## config.mk

```make
export PLATFORM = sky130hd
export DESIGN_NAME = uart_rx_byte
export DESIGN_NICKNAME = d
export VERILOG_FILES = /design/src/rtl/uart_rx_byte.sv
export SDC_FILE = /design/constraint.sdc
export NUM_CORES = 1
export LEC_CHECK = 0
export ABC_AREA = 1
export BUFFER_PORTS_ARGS = -buffer_cell sky130_fd_sc_hd__buf_2
export CORE_MARGIN = 4
export CORE_UTILIZATION = 62
export CTS_CLUSTER_SIZE = 24
export DETAILED_ROUTE_END_ITERATION = 12
export GPL_ROUTABILITY_DRIVEN = 0
export HOLD_SLACK_MARGIN = 0.08
export PLACE_DENSITY_LB_ADDON = 0.1
export SYNTH_ARGS = -nofsm -noshare
export SYNTH_HDL_FRONTEND = slang
export SYNTH_SLANG_ARGS = --single-unit
```

## constraint.sdc

```tcl
create_clock -name clk -period 2.2 [get_ports clk]
set_input_delay 0.44 -clock clk [delete_from_list [all_inputs] [get_ports clk]]
set_output_delay 0.44 -clock clk [all_outputs]
set_load 0.005 [all_outputs]
```

## src/rtl/uart_rx_byte.sv

```systemverilog
// uart_rx_byte: UART receiver that turns the serial line into bytes (8N1, or 8E1).
//
// Receives bytes sent by a PC terminal on the board's UART_RXD pin.
// A valid byte is reported with a one-cycle strobe.
//
// Build option:
//   UART_RX_PARITY_EN  When defined, an even parity bit follows the 8 data bits.
//                      When undefined, the frame has no parity bit and parity_err
//                      is tied to 0. The port exists in both builds.
//
// Ports:
//   clk         in   system clock (CLOCK_50)
//   rst         in   asynchronous active-low reset; all state clears while low
//   rx          in   serial line, idle high, asynchronous to clk
//   data  [7:0] out  last correctly framed byte
//   valid       out  one-cycle strobe; data is new in this cycle
//   busy        out  high whenever the receiver is not idle
//   frame_err   out  result of the last stop-bit check (a status flag, not a strobe)
//   parity_err  out  result of the last parity check (a status flag, not a strobe)
//
// Handshake: valid is a one-cycle strobe with no ready. A consumer that is not
// ready loses the byte, but data keeps its value until the next good frame.
module uart_rx_byte #(
   parameter int CLK_FREQ     = 50000000,
   parameter int BAUD         = 115200,
   parameter int CLKS_PER_BIT = CLK_FREQ / BAUD,
   parameter int HALF_BIT     = CLKS_PER_BIT / 2
) (
   input  logic       clk,
   input  logic       rst,
   input  logic       rx,
   output logic [7:0] data,
   output logic       valid,
   output logic       busy,
   output logic       frame_err,
   output logic       parity_err
);

   localparam int CW = (CLKS_PER_BIT > 1) ? $clog2(CLKS_PER_BIT) : 1;
   localparam logic [CW-1:0] CNT_BIT_END  = CW'(CLKS_PER_BIT - 1);
   localparam logic [CW-1:0] CNT_HALF_END = CW'(HALF_BIT - 1);

   typedef enum logic [2:0] {
      S_IDLE   = 3'd0,
      S_START  = 3'd1,
      S_DATA   = 3'd2,
      S_PARITY = 3'd3,
      S_STOP   = 3'd4,
      S_BREAK  = 3'd5
   } state_t;

   state_t        state_q, state_d;
   logic          rx_meta_q, rx_s_q;
   logic [CW-1:0] cnt_q, cnt_d;
   logic [2:0]    idx_q, idx_d;
   logic [7:0]    shift_q, shift_d;
   logic [7:0]    data_q, data_d;
   logic          valid_q, valid_d;
   logic          frame_err_q, frame_err_d;
   logic          half_end, bit_end;
   logic          par_ok;

   assign half_end = (cnt_q == CNT_HALF_END);
   assign bit_end  = (cnt_q == CNT_BIT_END);

`ifdef UART_RX_PARITY_EN
   logic parity_bit_q, parity_bit_d;
   logic parity_err_q, parity_err_d;
   // Even parity: data bits XOR parity bit must be 0.
   assign par_ok     = ~(^{shift_q, parity_bit_q});
   assign parity_err = parity_err_q;
`else
   assign par_ok     = 1'b1;
   assign parity_err = 1'b0;
`endif

   // State register and datapath registers.
   always_ff @(posedge clk or negedge rst) begin
      if (!rst) begin
         state_q      <= S_IDLE;
         rx_meta_q    <= 1'b1;
         rx_s_q       <= 1'b1;
         cnt_q        <= '0;
         idx_q        <= 3'd0;
         shift_q      <= 8'h00;
         data_q       <= 8'h00;
         valid_q      <= 1'b0;
         frame_err_q  <= 1'b0;
`ifdef UART_RX_PARITY_EN
         parity_bit_q <= 1'b0;
         parity_err_q <= 1'b0;
`endif
      end else begin
         state_q      <= state_d;
         rx_meta_q    <= rx;
         rx_s_q       <= rx_meta_q;
         cnt_q        <= cnt_d;
         idx_q        <= idx_d;
         shift_q      <= shift_d;
         data_q       <= data_d;
         valid_q      <= valid_d;
         frame_err_q  <= frame_err_d;
`ifdef UART_RX_PARITY_EN
         parity_bit_q <= parity_bit_d;
         parity_err_q <= parity_err_d;
`endif
      end
   end

   // Next-state logic.
   always_comb begin
      state_d = state_q;
      case (state_q)
         S_IDLE:   if (!rx_s_q) state_d = S_START;
         // A start bit that is gone again at its midpoint is a glitch.
         S_START:  if (half_end) state_d = rx_s_q ? S_IDLE : S_DATA;
`ifdef UART_RX_PARITY_EN
         S_DATA:   if (bit_end && idx_q == 3'd7) state_d = S_PARITY;
`else
         S_DATA:   if (bit_end && idx_q == 3'd7) state_d = S_STOP;
`endif
         S_PARITY: if (bit_end) state_d = S_STOP;
         // A low stop bit means a break or a bad frame. Wait for the line to go idle.
         S_STOP:   if (bit_end) state_d = rx_s_q ? S_IDLE : S_BREAK;
         S_BREAK:  if (rx_s_q) state_d = S_IDLE;
         default:  state_d = S_IDLE;
      endcase
   end

   // Datapath and output logic. After START the counter is aligned to
   // mid-bit, so each bit_end falls on the midpoint of the next bit.
   always_comb begin
      cnt_d        = '0;
      idx_d        = idx_q;
      shift_d      = shift_q;
      data_d       = data_q;
      valid_d      = 1'b0;
      frame_err_d  = frame_err_q;
`ifdef UART_RX_PARITY_EN
      parity_bit_d = parity_bit_q;
      parity_err_d = parity_err_q;
`endif
      case (state_q)
         S_START: begin
            if (half_end) idx_d = 3'd0;
            else          cnt_d = cnt_q + CW'(1);
         end
         S_DATA: begin
            if (bit_end) begin
               shift_d = {rx_s_q, shift_q[7:1]};  // LSB arrives first
               idx_d   = idx_q + 3'd1;
            end else begin
               cnt_d = cnt_q + CW'(1);
            end
         end
         S_PARITY: begin
            if (bit_end) begin
`ifdef UART_RX_PARITY_EN
               parity_bit_d = rx_s_q;
`endif
            end else begin
               cnt_d = cnt_q + CW'(1);
            end
         end
         S_STOP: begin
            if (bit_end) begin
               frame_err_d = ~rx_s_q;
`ifdef UART_RX_PARITY_EN
               parity_err_d = ~par_ok;
`endif
               if (rx_s_q && par_ok) begin
                  data_d  = shift_q;
                  valid_d = 1'b1;
               end
            end else begin
               cnt_d = cnt_q + CW'(1);
            end
         end
         default: ;
      endcase
   end

   assign data      = data_q;
   assign valid     = valid_q;
   assign busy      = (state_q != S_IDLE);
   assign frame_err = frame_err_q;

endmodule

```

==> key figures <==
STA
  • Max-slew violations: 0
  • Final worst slack: 0.524 ns
  • Final Hold Viols: 0
  • Final setup violation count: 0
  • Final Cycle Share: 0.762
  • Setup TNS Final: 0 ns
  • Fmax: 0.597 GHz
  • Max Clock Skew: 0.00200 ns
  • RSZ-0062 raised after global routing: no
  • Tmin final: 1.68 ns
  • Pin slew with the least headroom to its limit: 0.728 ns
  • Relative slew slack: 0.515

Detailed routing
  • DRT Wirelength: 2.75 mm
  • First-pass iteration count of the detailed router: 4
  • DRT iter0 DRCs: 51
  • Drc violations: 0
  • Antenna viol nets, final: 0
  • Vias: 1217
  • Routed vias/inst: 5.29
  • Per-cell routed wire length: 11.9 µm

Pwr
  • Leakage: 0.906 nW
  • Psw: 0.000221 W
  • Net Sw Frac: 0.218
  • Pwr Density: 571 mW/mm²
  • Int Power: 0.000796 W
  • Worst VDD drop: 0.529 mV
  • Clock power frac: 0.348
  • Reg power frac: 0.638
  • Logic pwr share: 0.014

CTS
  • Root Driver: clkbuf_4
  • Reg clk slew, reported paths: 0.10 ns
  • Total CTS buffers: 5
  • Clk_lat worst skew: 0.33 ns
  • Post-CTS setup buffers: 0
  • Maximum buffer depth of the clock tree: 2
  • # resized after CTS: 0
  • CTS tree: yes
  • Post-CTS Hold Buffers: 0
  • Htree depth: 2
  • TritonCTS Sinks: 35

Global routing
  • Grt ovf: 0
  • Total Routing Usage GR: 0.186
  • Largest net degree at the start of global routing: 36
  • Vias in the first global route: 1164
  • Initial antenna violation count: 0
  • First-pass GRT wire length: 4.92 mm

Logic synthesis
  • Mapped Cells: 185
  • Yosys warns: 0
  • Mapped cell area: 0.00166 mm²
  • Post-Syn Nets: 193
  • Distinct cells, synth: 28
  • Flops & latches, synth: 35
  • Avg Inst Size Synth: 8.97 µm²
  • Seq/Total Area, Yosys: 0.529

Placed design
  • IO Port Bufs: 13
  • Dpl hpwl: 1.90 mm
  • Dpl ws: 0.524 ns

Die
  • Die Area: 0.00357 mm²
  • Initial core utilization: 0.658
  • Die W: 59.7 µm
  • DIE HEIGHT: 59.7 µm
  • # rows: 18
  • Ports: 15
  • Core area: 0.00252 mm²

Worst setup path
  • Worst EP required: 2.42 ns
  • FF-to-FF setup slack: 0.52 ns
  • Critical path fanouts, max: 13
  • Classification of the worst setup path: register to register
  • Critical Path AT: 1.90 ns
  • Reg2Reg Depth: 9
  • R2r endpoint: idx_q[2]
  • Crit path launch type: register
  • Crit. End Element: register
  • FF-to-FF Start: cnt_q[0]

Min path
  • Hold/Removal Path Class: input port to async pin

Finish
  • Layout cells sized above 1: 0.200
  • FILL cells: 202
  • Syn-to-layout area delta: 7.39%
  • Final #Nets: 208
  • Most frequent cells in the layout: 51 x nand2_1, 33 x dfrtp_1, 20 x inv_1
  • N_diodes: 0
  • Post-layout util: 0.706
  • Commonest non-fill, non-tap cell in the layout: nand2_1

Job
  • Max cap viols: 0

Outcome
  • Outcome: finished clean
==> worst max-delay path, cell delays in order, from the launching register on <==
cell	delay [ns]
dfrtp_1	0.44
inv_1	0.08
ha_1	0.14
nand2_1	0.05
nor2_1	0.08
nand2_1	0.06
nand2_1	0.33
nand2_1	0.21
nand2_1	0.10
o21ai_0	0.09
==> metal layers <==
layer  wire [µm]  part of all wire  global-route usage
met5           0                 0                   0
met4          13            0.0047              0.0665
met3         169             0.062              0.0648
met2        1270              0.46               0.304
met1        1290              0.47               0.226
==> synthesized netlist by cell type, drive strengths merged <==
| master | count | area share |
|---|---|---|
| or2 | 1 | 0.0038 |
| o21ai | 20 | 0.076 |
| a21oi | 8 | 0.024 |
| xnor2 | 1 | 0.0053 |
| nand3 | 5 | 0.018 |
| o21a | 1 | 0.0045 |
| ha | 5 | 0.038 |
| nand4 | 5 | 0.019 |
| dfrtp | 33 | 0.50 |
| xor2 | 4 | 0.021 |
| conb | 1 | 0.0023 |
| nand2 | 54 | 0.13 |
| buf | 5 | 0.022 |
| a31oi | 1 | 0.0038 |
| inv | 22 | 0.050 |
| nor3 | 1 | 0.0030 |
| dfstp | 2 | 0.032 |
| a21boi | 1 | 0.0045 |
| nor2 | 15 | 0.046 |
==> cells by family after synthesis <==
kind of cell | after synthesis | share of synthesized area
AND/OR/NAND/NOR | 81 | 0.219
flip-flops | 35 | 0.529
AO/OA/AOI/OAI | 31 | 0.113
buffers and inverters | 27 | 0.0716
XOR/XNOR | 5 | 0.0264
adder cells (fa/ha/maj) | 5 | 0.0377
other | 1 | 0.00226
==> power groups by stage <==
stage	clock (W)	sequential, W	combinational [W]
global route	0.000396	0.000649	0.0000176
floorplan	0	0.000661	0.00000252
detailed placement	0	0.000661	0.0000152
global placement	0	0.000661	0.0000150
CTS	0.000368	0.000649	0.0000152
finish	0.000354	0.000649	0.0000142
==> state kept, by name, summed over array words and instances, names as in the netlist <==
register	flops
shift_q	8
valid	1
data	8
rx_meta_q	1
frame_err	1
state_q	3
idx_q	3
cnt_q	9
rx_s_q	1
==> metrics by stage <==
step                      hold slack (ns)  instances  total power (W)  area (µm²)
after floorplan                     0.144        185         0.000663        1660
after global placement              0.349        223         0.000676        1730
after detailed placement            0.350        223         0.000676        1730
after CTS                           0.170        230          0.00103        1780
after global routing                0.178        230          0.00106        1780
final                               0.153        230          0.00102        1780
==> how the worst max path moves through the flow <==
stage,start,end
2_1_floorplan,cnt_q[1],data[6]
3_5_place_dp,cnt_q[0],idx_q[2]
3_3_place_gp,cnt_q[1],idx_q[1]
5_1_grt,cnt_q[0],idx_q[2]
6_report,cnt_q[0],idx_q[2]
4_1_cts,cnt_q[0],idx_q[1]
==> cell type report <==
| type | instances | area [µm²] | area share |
|---|---|---|---|
| clock buffer | 6 | 51.3 | 0.0288 |
| clock inverter | 1 | 5.00 | 0.00281 |
| inverter | 22 | 82.6 | 0.0463 |
| multi-input combinational | 123 | 662 | 0.371 |
| sequential | 35 | 878 | 0.493 |
| tap | 30 | 37.5 | 0.0211 |
| timing repair buffer | 13 | 65.1 | 0.0365 |
(Power assumes the default switching activity.)
